## config.mk

```make
export PLATFORM = sky130hd
export DESIGN_NAME = instr_loader
export DESIGN_NICKNAME = d
export VERILOG_FILES = /design/src/rtl/mips_pkg.sv /design/src/rtl/op_check.sv /design/src/rtl/instr_loader.sv
export SDC_FILE = /design/constraint.sdc
export NUM_CORES = 1
export LEC_CHECK = 0
export ABC_CLOCK_PERIOD_IN_PS = 2700
export BUFFER_PORTS_ARGS = -buffer_cell sky130_fd_sc_hd__buf_2
export CORE_MARGIN = 2
export CORE_UTILIZATION = 56
export CTS_CLUSTER_DIAMETER = 30
export DETAILED_ROUTE_END_ITERATION = 8
export PLACE_DENSITY = 0.85
export SYNTH_ARGS = -nofsm -noshare
export SYNTH_HDL_FRONTEND = slang
export SYNTH_SLANG_ARGS = --single-unit
```

## constraint.sdc

```tcl
create_clock -name clk -period 2.7 [get_ports clk]
set_input_delay 0.27 -clock clk [delete_from_list [all_inputs] [get_ports clk]]
set_output_delay 0.27 -clock clk [all_outputs]
set_load 0.005 [all_outputs]
```

## src/rtl/mips_pkg.sv

```systemverilog
// Shared MIPS constants: the six legal primary opcodes and the instruction-loader state encoding.
package mips_pkg;

  localparam logic [5:0] OP_RTYPE = 6'b000000;
  localparam logic [5:0] OP_LW    = 6'b100011;
  localparam logic [5:0] OP_SW    = 6'b101011;
  localparam logic [5:0] OP_BEQ   = 6'b000100;
  localparam logic [5:0] OP_ADDI  = 6'b001000;
  localparam logic [5:0] OP_J     = 6'b000010;

  typedef enum logic [2:0] {
    ST_IDLE,
    ST_RECV,
    ST_WRITE,
    ST_DONE,
    ST_ERR
  } loader_state_e;

endpackage

```

## src/rtl/op_check.sv

```systemverilog
// Combinational legal-opcode test for the instruction loader (used only when OPCODE_CHECK_EN is defined).
module op_check
  import mips_pkg::*;
(
  input  logic [5:0] op,
  output logic       legal
);

  always_comb begin
    case (op)
      OP_RTYPE, OP_LW, OP_SW, OP_BEQ, OP_ADDI, OP_J: legal = 1'b1;
      default:                                       legal = 1'b0;
    endcase
  end

endmodule

```

## src/rtl/instr_loader.sv

```systemverilog
// Byte-stream instruction loader: packs big-endian bytes into 32-bit words and writes them to imem.
// Optional macro OPCODE_CHECK_EN rejects words whose first byte carries an unknown opcode.
module instr_loader
  import mips_pkg::*;
#(
  parameter int ADDR_W = 6
) (
  input  logic              clk,
  input  logic              reset,
  input  logic              start,
  input  logic [ADDR_W:0]   nwords,
  input  logic [7:0]        byte_in,
  input  logic              byte_valid,
  output logic              byte_ready,
  output logic              imem_we,
  output logic [ADDR_W-1:0] imem_addr,
  output logic [31:0]       imem_wd,
  output logic [ADDR_W:0]   count,
  output logic              busy,
  output logic              done,
  output logic              error,
  output logic [5:0]        bad_op
);

  localparam logic [ADDR_W:0] CAPACITY = {1'b1, {ADDR_W{1'b0}}};

  loader_state_e     state_q, state_next;
  logic [ADDR_W-1:0] addr_q;
  logic [ADDR_W:0]   count_q, count_inc, nwords_q;
  logic [1:0]        idx_q;
  logic [31:0]       word_q;
  logic              can_start, xfer, first_bad, op_legal;

  // Byte stream: a byte moves only in a cycle where byte_valid && byte_ready are both high;
  // byte_ready is high exactly in RECV, so the source may hold or drop byte_valid freely.
  assign xfer      = byte_valid && (state_q == ST_RECV);
  assign can_start = start && (state_q inside {ST_IDLE, ST_DONE, ST_ERR});
  assign first_bad = xfer && (idx_q == 2'd0) && !op_legal;
  assign count_inc = count_q + (ADDR_W+1)'(1);

`ifdef OPCODE_CHECK_EN
  logic [5:0] bad_op_q;

  op_check u_op_check (
    .op    (byte_in[7:2]),
    .legal (op_legal)
  );

  always_ff @(posedge clk) begin
    if (reset || can_start) bad_op_q <= '0;
    else if (first_bad)     bad_op_q <= byte_in[7:2];
  end

  assign bad_op = bad_op_q;
`else
  assign op_legal = 1'b1;
  assign bad_op   = '0;
`endif

  always_ff @(posedge clk) begin
    if (reset) state_q <= ST_IDLE;
    else       state_q <= state_next;
  end

  always_comb begin
    state_next = state_q;
    case (state_q)
      ST_IDLE, ST_DONE, ST_ERR: begin
        if (start) begin
          if (nwords == '0)           state_next = ST_DONE;
          else if (nwords > CAPACITY) state_next = ST_ERR;
          else                        state_next = ST_RECV;
        end
      end
      ST_RECV: begin
        if (first_bad)                      state_next = ST_ERR;
        else if (xfer && (idx_q == 2'd3))   state_next = ST_WRITE;
      end
      ST_WRITE: state_next = (count_inc == nwords_q) ? ST_DONE : ST_RECV;
      default:  state_next = ST_IDLE;
    endcase
  end

  always_comb begin
    byte_ready = (state_q == ST_RECV);
    imem_we    = (state_q == ST_WRITE);
    imem_wd    = (state_q == ST_WRITE) ? word_q : 32'd0;
    busy       = (state_q == ST_RECV) || (state_q == ST_WRITE);
    done       = (state_q == ST_DONE);
    error      = (state_q == ST_ERR);
  end

  assign imem_addr = addr_q;
  assign count     = count_q;

  always_ff @(posedge clk) begin
    if (reset) begin
      addr_q   <= '0;
      count_q  <= '0;
      nwords_q <= '0;
      idx_q    <= '0;
      word_q   <= '0;
    end else if (can_start) begin
      addr_q   <= '0;
      count_q  <= '0;
      nwords_q <= nwords;
      idx_q    <= '0;
    end else if (xfer && !first_bad) begin
      word_q <= {word_q[23:0], byte_in};
      idx_q  <= idx_q + 2'd1;
    end else if (state_q == ST_WRITE) begin
      count_q <= count_inc;
      // A full-capacity load ends on the top address; hold it there rather than wrap to 0.
      if (addr_q != '1) addr_q <= addr_q + ADDR_W'(1);
    end
  end

endmodule

```

# Yosys cells after proc, flatten, opt, wreduce, memory -nomap -nowiden
# Index checks and enable logic that the tools add are counted.
# totals
register_bits	57
input_bits	19
output_inout_bits	56
elab_cells	41
# op_classes
addsub	3
order_cmp	1
n_eq_ne	9
n_mux	7
n_bitwise	2
n_reduce_logical	13
# ops
operator	count
$mux W32	1
$mux W3	4
$pmux W3 S3	1
$add A7 B1 Y7 const B	1
$eq A7 B7 Y1	1
$gt A7 B7 Y1 const B	1
$logic_not A7 Y1	1
$add A6 B1 Y6 const B	1
$eq A3 B2 Y1 const B	2
$ne A6 B6 Y1 const B	1
$reduce_and A2 Y1	3
$eq A3 B1 Y1 const B	1
$eq A3 B3 Y1 const B	1
$logic_and A1 B1 Y1	3
$logic_not A3 Y1	1
$reduce_and A3 Y1	1
$reduce_bool A3 Y1	1
$reduce_or A3 Y1	1
$add A2 B1 Y2 const B	1
$eq A2 B2 Y1 const B	1
$mux W2	1
$ne A2 B1 Y1 const B	1
$ne A2 B2 Y1 const B	1
$not A1 Y1	2
other kinds (2)	2

# Logic depth before layout (Yosys ltp)
# Gate-level depths: netlist of the first run.
# depth
word_depth	5
ltp_mapped	7
mapped_depth_nobuf	6

# Worst setup path after synthesis of the first run
# OpenSTA, ideal clock, no wires.
# synth_timing
kind	reg2out
from	reg state_q[2]
to	out imem_wd[22]
arrival_time_ps	1418
t_required_ps	2430
path_slack_ps	1012
stages_incl_launch_ff	7
n_path_buf	3
path_cell_list	dfxtp_1 buf_6 or3b_1 buf_6 clkinv_1 clkbuf_1 and2_1
# synth_via
elab_chain_cells	2
# synth_rtl
item	line_no	text
start: declaration	instr_loader.sv:27	loader_state_e state_q, state_next;
start signal: assignment	instr_loader.sv:62	else state_q <= state_next;
$eq A3 B2 Y1	n/a	
via imem_we	instr_loader.sv:15	output logic imem_we,
$mux W32	instr_loader.sv:87	imem_wd = (state_q == ST_WRITE) ? word_q : 32'd0;
end: declaration	instr_loader.sv:17	output logic [31:0] imem_wd,
# The timed path passes the listed nets, and every way through them passes these cells.

# Final worst setup path of the first run
# layout_timing
from	reg state_q[0]
to	out imem_wd[8]
# layout_via
elab_chain_cells	2
# layout_rtl
item	line_no
$eq A3 B2 Y1	instr_loader.sv:87
$mux W32	instr_loader.sv:87
# Every way passes these cells.

==> results by group, run 1 <==
Global route
  – Most Used Layer, Global Route: met2
  – Initial antenna violation count: 0
  – Total Routing Usage GR: 0.218
  – Vias in the first global route: 1927
  – First-pass GRT wire length: 9100 µm
  – Congestion Overflow GR: 0
  – GR met3 Demand/Resource: 0.0290
  – Met2 Use GR: 0.324
  – Largest net degree at the start of global routing: 43
  – GR met1 Demand/Resource: 0.314

Job
  – Max Cap Viol: 0

Outcome
  – Outcome: completed

CTS
  – Hold buffers post-CTS: 0
  – CTS tree: done
  – Clock sink count: 57
  – Total setup buffers inserted after CTS: 0
  – Clk root buf: clkbuf_8
  – Num CTS Buffers: 9
  – Clock latency at the later pin of the worst-skew pair: 0.32 ns
  – Clock slew at reported path FFs: 0.06 ns
  – H-Tree Level Count: 3
  – Post-CTS sizing: 0
  – Bufs on Longest Clock Path: 2

Drt
  – Drt drc: 0
  – Post-DRT Antenna Nets: 0
  – Vias per cell: 5.19
  – Routed WL per cell: 12.3 µm
  – DRT Pass-1 Iters: 6
  – Initial DRC count: 169
  – Via count: 2351
  – Routed WL: 5580 µm

Hold path
  – Worst hold path class: input pin to register

Pwr
  – Max VDD drop: 0.407 mV
  – Static leakage power: 1.39 nW
  – Cell area power density: 554 nW/µm²

Floorplan
  – Die height: 73.0 µm
  – Die ar.: 5330 µm²
  – Initial Util: 0.572
  – Die Span X: 73.0 µm
  – Site Rows: 25
  – IO Count: 75
  – Core area: 4660 µm²

Layout
  – Area occupied by multi-input gates: 1390 µm²
  – Commonest non-fill, non-tap cell in the layout: nand2_1
  – Area growth syn-to-layout: 19.6%
  – Layout filler cell count: 387
  – Layout cells sized above 1: 0.233
  – Commonest cells after routing, fill and taps aside: 75 x nand2_1, 68 x buf_2, 57 x dfxtp_1, 41 x a21oi_1, 37 x and2_1
  – Final #Nets: 416
  – Register area: 1140 µm²
  – Final core occ: 0.684
  – ANT cells: 0

Critical path
  – Crit path max fanout: 19
  – CP arrival: 2.03 ns
  – Largest delay contributor family on the critical path: buffers and inverters
  – Startpoint types: register
  – Critical-path cell list: or3b_1 -> clkinv_1 -> buf_4 -> and2_1 -> buf_2
  – Critical Path Slowest Stage Cell: dfxtp_1
  – CP max stage delay: 0.54 ns
  – Kind of critical path: register to output port
  – Crit path capture type: output port
  – R2R setup slack: 0.84 ns
  – Worst Path Required: 2.43 ns
  – WP buf/inv: 3

Timing
  – Final Max Tran Viols: 0
  – FMAX: 435 MHz
  – Slew margin rel.: 0.615
  – Final setup vio count: 0
  – Min Tclk post-route: 2.30 ns
  – Final Cycle Share: 0.852
  – Final-report hold violation count: 0
  – Clock skew: 0.00771 ns
  – Setup TNS: 0 ns
  – Worst-margin pin slew: 0.577 ns
  – RSZ-0062 raised after global routing: false
  – Hold WS: 0.180 ns

Place
  – Gpl congestion: 0.837
  – DP HPWL: 3820 µm
  – PortBufs: 68

Synthesis
  – Post-synth cell types: 42
  – Yosys warnings: 0
  – Mean post-synth cell area: 8.10 µm²
  – Seq cells post-synth: 57
  – Area of the mapped netlist: 2670 µm²
  – Seq/Total Area, Yosys: 0.428
  – Cells after Synth: 329
  – Area leader, netlist: dfxtp_1
  – Area share of the largest cell type after synthesis: 0.428
  – Largest cells by area after synthesis: dfxtp_1 43%, nand2_1 11%, and2_1 8.7%, a21oi_1 7.7%, nor2_1 3.8%
## through the flow
stage,power (mW),worst slack [ns],instances,instance area (µm²)
floorplan,0.988,1.01,334,2680
CTS,1.78,0.381,453,3190
detailed placement,1.02,0.784,437,3000
finish,1.77,0.399,453,3190
global route,1.83,0.215,453,3190
global placement,1.02,0.881,437,3000
## registers in the layout, indices dropped and copies added (netlist names)
register	count
word_q	32
count	7
nwords_q	7
imem_addr	6
state_q	3
idx_q	2
## logic make-up (layout without fill, tap and decap cells)
| group | Yosys count | after routing | synth area share |
|---|---|---|---|
| and+or+nand+nor | 158 | 158 | 0.285 |
| xor gates and xnor gates | 20 | 20 | 0.0657 |
| buffers and inverters | 29 | 94 | 0.0577 |
| other | 1 | 6 | 0.00141 |
| adders and majority gates | 3 | 3 | 0.0141 |
| muxes | 8 | 8 | 0.0300 |
| AOI/OAI and AO/OA | 53 | 53 | 0.118 |
| DFF | 57 | 57 | 0.428 |
## worst paths after layout
check / start / cells past startpoint / endpoint
worst max-delay path: state_q[0] / 5 / imem_wd[8]
worst min-delay path: byte_in[6] / 3 / word_q[6]
worst max register to register: state_q[2] / 4 / idx_q[1]
worst min register to register: word_q[29] / 2 / word_q[29]
## cell usage after synthesis
library cell	number
a22oi_1	1
buf_1	1
o311a_1	1
and2_1	37
a211oi_1	1
clkbuf_1	10
or2_2	1
buf_2	6
nand2_1	75
a311oi_1	1
nor4_4	1
nand4_1	3
nor2b_1	1
and3b_2	1
or3_1	1
nand2b_2	1
buf_6	2
nand3b_1	1
o2111ai_1	1
a31oi_4	1
nor3b_1	1
and3_1	2
dfxtp_1	57
inv_1	3
nor4_1	1
nand3_1	3
a21oi_1	41
o21ai_2	1
a211o_1	1
ha_1	3
a2bb2oi_1	1
clkinv_1	1
o21ai_0	2
buf_4	6
conb_1	1
mux2i_1	8
or3b_1	1
xnor2_1	11
xor2_1	9
o2bb2ai_1	1
nor2_1	27
nor4bb_1	1
## worst reg2reg max path, delay by kind of cell (launching register included)
| family | cells | cell delay, ns |
|---|---|---|
| AOI/OAI and AO/OA | 2 | 0.68 |
| and+or+nand+nor | 2 | 0.60 |
| DFF | 1 | 0.51 |
## cell type report
| type | instances | share of cell area |
|---|---|---|
| inverters | 4 | 0.00471 |
| multi-input cells | 248 | 0.436 |
| clock buffers | 13 | 0.0467 |
| well taps | 54 | 0.0212 |
| flip-flops and latches | 57 | 0.358 |
| clock inverters | 3 | 0.0126 |
| repair buffers | 74 | 0.121 |
## metal layers
| metal | up-vias | part of all wire |
|---|---|---|
| li1 | 1190 | - |
| met1 | 1085 | 0.47 |
| met2 | 70 | 0.47 |
| met3 | 6 | 0.044 |
| met4 | 0 | 0.011 |
| met5 | - | 0 |
## power by group
part	switching [mW]	total (mW)	internal, mW
Sequential	0.0184	0.875	0.857
Combinational	0.0765	0.128	0.0516
Clock	0.312	0.762	0.449
Total	0.407	1.77	1.36
(Power assumes the default switching activity.)
==> inputs of run 2 (changes only) <==
--- a/config.mk
+++ b/config.mk
@@ -5,13 +5,14 @@
 export SDC_FILE = /design/constraint.sdc
 export NUM_CORES = 1
 export LEC_CHECK = 0
-export ABC_CLOCK_PERIOD_IN_PS = 2700
+export ABC_CLOCK_PERIOD_IN_PS = 2100
 export BUFFER_PORTS_ARGS = -buffer_cell sky130_fd_sc_hd__buf_2
+export CAP_MARGIN = 5
 export CORE_MARGIN = 2
-export CORE_UTILIZATION = 56
+export CORE_UTILIZATION = 47
 export CTS_CLUSTER_DIAMETER = 30
 export DETAILED_ROUTE_END_ITERATION = 8
-export PLACE_DENSITY = 0.85
+export PLACE_DENSITY = 0.76
 export SYNTH_ARGS = -nofsm -noshare
 export SYNTH_HDL_FRONTEND = slang
 export SYNTH_SLANG_ARGS = --single-unit
==> constraint.sdc (replaced) <==
create_clock -name clk -period 2.1 [get_ports clk]
set_input_delay 0.21 -clock clk [delete_from_list [all_inputs] [get_ports clk]]
set_output_delay 0.21 -clock clk [all_outputs]
set_load 0.005 [all_outputs]
==> run 2 against run 1 <==
Net effect:
- flip-flop and latch count unchanged
- wire length fell by 1.1%
- critical path depth unchanged
- total power grew 34%
- critical endpoint is now busy
- sequential share of layout area decreased by 0.77 points
- worst hold slack worse by 0.062 ns
- largest cell class unchanged
- critical path type unchanged
- highest routed layer unchanged
- first-iteration DRC count fell by 38%
- design area up 2.4%
- register-to-register slack lost 0.49 ns
==> results by group, run 2 (synthesized netlist as in run 1, its figures left out) <==
Floorplan
  – Die ar.: 6290 µm²
  – Initial Util: 0.484
  – Site Rows: 27
  – Die height: 79.3 µm
  – Core area: 5510 µm²
  – Die Span X: 79.3 µm
  – IO Count: 75

CTS
  – Clk root buf: clkbuf_8
  – Hold buffers post-CTS: 0
  – H-Tree Level Count: 3
  – Bufs on Longest Clock Path: 2
  – Total setup buffers inserted after CTS: 0
  – Clock slew at reported path FFs: 0.06 ns
  – Clock sink count: 57
  – Clock latency at the later pin of the worst-skew pair: 0.32 ns
  – CTS tree: done
  – Num CTS Buffers: 9

Timing
  – Clock skew: 0.00676 ns
  – Setup TNS: 0 ns
  – Final Max Tran Viols: 0
  – FMAX: 493 MHz
  – RSZ-0062 raised after global routing: false
  – Setup ws final: 0.0699 ns
  – Final-report hold violation count: 0
  – Min Tclk post-route: 2.03 ns
  – Final Cycle Share: 0.967
  – Final setup vio count: 0
  – Hold WS: 0.117 ns

Pwr
  – Static leakage power: 1.42 nW
  – Cell area power density: 724 nW/µm²
  – Max VDD drop: 0.416 mV

Global route
  – Initial antenna violation count: 0
  – Largest net degree at the start of global routing: 43
  – Congestion Overflow GR: 0
  – Total Routing Usage GR: 0.184
  – Vias in the first global route: 2089
  – First-pass GRT wire length: 9160 µm

Critical path
  – CP arrival: 1.82 ns
  – Worst Path Required: 1.89 ns
  – Critical Path Slowest Stage Cell: dfxtp_2
  – Kind of critical path: register to output port
  – CP max stage delay: 0.35 ns
  – R2R setup slack: 0.35 ns
  – Startpoint types: register
  – Worst r2r src: count[0]
  – Crit path capture type: output port
  – Critical-path cell list: or3b_4 -> clkinv_1 -> buf_12 -> or2_2 -> buf_2
  – Crit path from: state_q[1]
  – Crit path max fanout: 34

Layout
  – Final #Nets: 416
  – Register area: 1140 µm²
  – Commonest cells after routing, fill and taps aside: 75 x nand2_1, 68 x buf_2, 55 x dfxtp_1, 41 x a21oi_1, 37 x and2_1
  – ANT cells: 0
  – Design area: 3260 µm²
  – Commonest non-fill, non-tap cell in the layout: nand2_1
  – Layout cells sized above 1: 0.246
  – Final core occ: 0.593
  – Max reg flops: 32
  – Area growth syn-to-layout: 22.5%
  – Area occupied by multi-input gates: 1390 µm²
  – Layout filler cell count: 498
  – Top reg by flops: word_q

Drt
  – Vias per cell: 4.87
  – Post-DRT Antenna Nets: 0
  – DRT Pass-1 Iters: 4
  – Initial DRC count: 104
  – Routed WL per cell: 11.7 µm
  – Via count: 2290
  – Drt drc: 0
  – Routed WL: 5520 µm

Hold path
  – Worst hold path class: input pin to register
  – Beginning of the worst hold path: byte_in[2]

Outcome
  – Outcome: completed

Place
  – DP HPWL: 3810 µm
  – Gpl congestion: 0.860
  – Place WS: 0.109 ns
  – PortBufs: 68
  – Post-Place Cell Area: 3050 µm²

Job
  – Max Cap Viol: 0
==> run 2: stage by stage <==
stage	total power [mW]	instances
6_report	2.36	470
5_1_grt	2.46	470
4_1_cts	2.38	470
3_5_place_dp	1.32	455
3_3_place_gp	1.31	455
2_1_floorplan	1.27	334
==> run 2: worst paths after layout <==
path,end,cells after the start
worst max-delay path,busy,5
worst max register to register,state_q[1],6
worst min-delay path,word_q[2],3
worst min register to register,word_q[28],2
==> run 2: final cells by class <==
class,count,share of cell area
well taps,72,0.0276
multi-input cells,248,0.426
repair buffers,74,0.126
clock inverters,2,0.0107
inverters,4,0.00460
flip-flops and latches,57,0.350
clock buffers,13,0.0548
==> run 2: per-layer routing <==
metal,wire length (µm),up-vias,track usage
li1,-,1204,-
met1,2660,1016,0.238
met2,2490,66,0.289
met3,308,4,0.0545
met4,61,0,0.0759
met5,0,-,0
==> run 2: critical path: cells and delay by family (launching register included) <==
family,cells,cell delay [ns]
simple gates,2,0.61
flops,1,0.35
buf+inv,3,0.53
==> run 2: repair_timing <==
item	CTS	global route
resized for setup	1	2
gates cloned	0	0
hold endpoints to repair	0	0
endpoints found under the setup margin	33	33
==> run 2: where the power goes <==
group | switching, mW | total [mW] | internal (mW)
combinational | 0.101 | 0.175 | 0.0733
clock | 0.399 | 1.07 | 0.669
sequential | 0.0184 | 1.12 | 1.10
total | 0.518 | 2.36 | 1.84
==> inputs of run 3 (changes only) <==
--- a/config.mk
+++ b/config.mk
@@ -6,7 +6,7 @@
 export NUM_CORES = 1
 export LEC_CHECK = 0
 export ABC_CLOCK_PERIOD_IN_PS = 2100
-export BUFFER_PORTS_ARGS = -buffer_cell sky130_fd_sc_hd__buf_2
+export BUFFER_PORTS_ARGS = -buffer_cell sky130_fd_sc_hd__buf_4
 export CAP_MARGIN = 5
 export CORE_MARGIN = 2
 export CORE_UTILIZATION = 47
==> run 3 against run 2 <==
Net effect:
- clock power down 7%
- register-to-register slack about the same
- final cell count up 0.43%
- total power down 2.3%
- wire length up 3.5%
- sequential share of layout area down 1.5 points
- utilization up 2.6 points
==> results by group, run 3 (synthesized netlist as in run 1, its figures left out) <==
Outcome
  – Outcome: completed

CTS
  – Bufs on Longest Clock Path: 2
  – Num CTS Buffers: 9
  – CTS tree: done
  – Clock latency at the later pin of the worst-skew pair: 0.33 ns
  – Clock slew at reported path FFs: 0.07 ns
  – Clk root buf: clkbuf_8
  – Clock sink count: 57
  – Hold buffers post-CTS: 0
  – H-Tree Level Count: 3

Timing
  – Min Tclk post-route: 1.97 ns
  – Final setup vio count: 0
  – FMAX: 508 MHz
  – Final Cycle Share: 0.938
  – Setup TNS: 0 ns
  – Clock skew: 0.0101 ns
  – Hold WS: 0.122 ns
  – Final Max Tran Viols: 0
  – Final-report hold violation count: 0
  – RSZ-0062 raised after global routing: false

Pwr
  – Sequential share of power: 0.485
  – Sw frac: 0.237
  – Cell area power density: 678 nW/µm²
  – Comb power frac: 0.081
  – Design Power: 2.31 mW
  – Sw power: 0.548 mW
  – Static leakage power: 1.41 nW
  – Max VDD drop: 0.433 mV
  – Clock Power Share: 0.434
  – Pint: 1.76 mW

Layout
  – Design area: 3410 µm²
  – Top reg by flops: word_q
  – Area growth syn-to-layout: 27.9%
  – Commonest cells after routing, fill and taps aside: 75 x nand2_1, 74 x buf_4, 56 x dfxtp_1, 41 x a21oi_1, 37 x and2_1
  – Max reg flops: 32
  – ANT cells: 0
  – Layout cells sized above 1: 0.243
  – Post-Layout Cell Count: 472
  – Commonest non-fill, non-tap cell in the layout: nand2_1
  – Final #Nets: 417

Critical path
  – Critical Path Slowest Stage Cell: dfxtp_1
  – Startpoint types: register
  – WP buf/inv: 3
  – CP arrival: 1.76 ns
  – Crit path capture type: output port
  – R2R setup slack: 0.34 ns
  – Largest delay contributor family on the critical path: buffers and inverters
  – Worst Path Required: 1.89 ns
  – Crit path max fanout: 30
  – Kind of critical path: register to output port
  – CP max stage delay: 0.47 ns
  – Critical-path cell list: or3b_1 -> clkinv_1 -> buf_12 -> and2_1 -> buf_4

Floorplan
  – Initial Util: 0.484
  – Core area: 5510 µm²
  – Site Rows: 27
  – IO Count: 75
  – Die Span X: 79.3 µm
  – Die height: 79.3 µm
  – Die ar.: 6290 µm²

Drt
  – Routed WL: 5720 µm
  – Post-DRT Antenna Nets: 0
  – Via count: 2356
  – Initial DRC count: 169
  – Routed WL per cell: 12.1 µm
  – Drt drc: 0
  – DRT Pass-1 Iters: 4
  – Vias per cell: 4.99

Place
  – Gpl congestion: 0.894
  – Post-Place Cell Area: 3210 µm²
  – DP HPWL: 4050 µm
  – PortBufs: 68
  – Placed cell count: 456

Global route
  – First-pass GRT wire length: 9630 µm
  – Vias in the first global route: 2161
  – Largest net degree at the start of global routing: 44
  – Total Routing Usage GR: 0.194
  – Initial antenna violation count: 0
  – Congestion Overflow GR: 0

Job
  – Max Cap Viol: 0

Hold path
  – Worst hold path class: input pin to register
==> run 3: cell count changes in the layout (fill, tap and decap cells not counted), moves of 2 or more <==
cell,delta
buf_2,-68
clkinvlp_4,+2
buf_4,+70
clkbuf_8,-3
==> run 3: worst paths after layout <==
check,start,end,cells past startpoint
min,byte_in[3],word_q[3],3
max reg2reg,count[0],state_q[1],6
min reg2reg,word_q[28],word_q[28],2
max,state_q[2],imem_wd[9],5
==> run 3: power by group through the flow <==
stage          sequential, mW  clock (mW)  combinational [mW]
2_1_floorplan            1.14           0               0.134
3_3_place_gp             1.14           0               0.186
3_5_place_dp             1.14           0               0.188
4_1_cts                  1.12        1.02               0.189
5_1_grt                  1.12        1.07               0.208
6_report                 1.12        1.00               0.188
==> run 3: stage by stage <==
stage | util | setup slack, ns
6_report | 0.619 | 0.130
5_1_grt | 0.619 | 0.00864
4_1_cts | 0.619 | 0.0851
3_5_place_dp | 0.583 | 0.366
3_3_place_gp | 0.583 | 0.432
2_1_floorplan | - | 0.472
==> run 3: cell type report <==
| cell class | count | area, µm² |
|---|---|---|
| Fill cell | 516 | 2100 |
| Sequential cell | 57 | 1140 |
| Timing Repair Buffer | 75 | 576 |
| Tap cell | 72 | 90.1 |
| Clock inverter | 5 | 55.1 |
| Multi-Input combinational cell | 248 | 1390 |
| Clock buffer | 11 | 141 |
| Inverter | 4 | 15.0 |
==> run 3: layer usage <==
metal | share of wire | wire length (µm) | GRT usage
met2 | 0.46 | 2650 | 0.308
met1 | 0.47 | 2670 | 0.254
met5 | 0 | 0 | 0
met4 | 0.015 | 87 | 0.0948
met3 | 0.055 | 313 | 0.0341
==> run 3: tightest hold or removal path, delay by kind of cell <==
kind | cells | cell delay [ns]
buf+inv | 1 | 0.10
compound gates | 1 | 0.05
simple gates | 1 | 0.04
==> run 3: what timing repair did <==
action                                  4_1_cts  5_1_grt
hold endpoints to repair                      0        0
buffers inserted                              0        0
endpoints found under the setup margin        0        6
resized for setup                             0        1
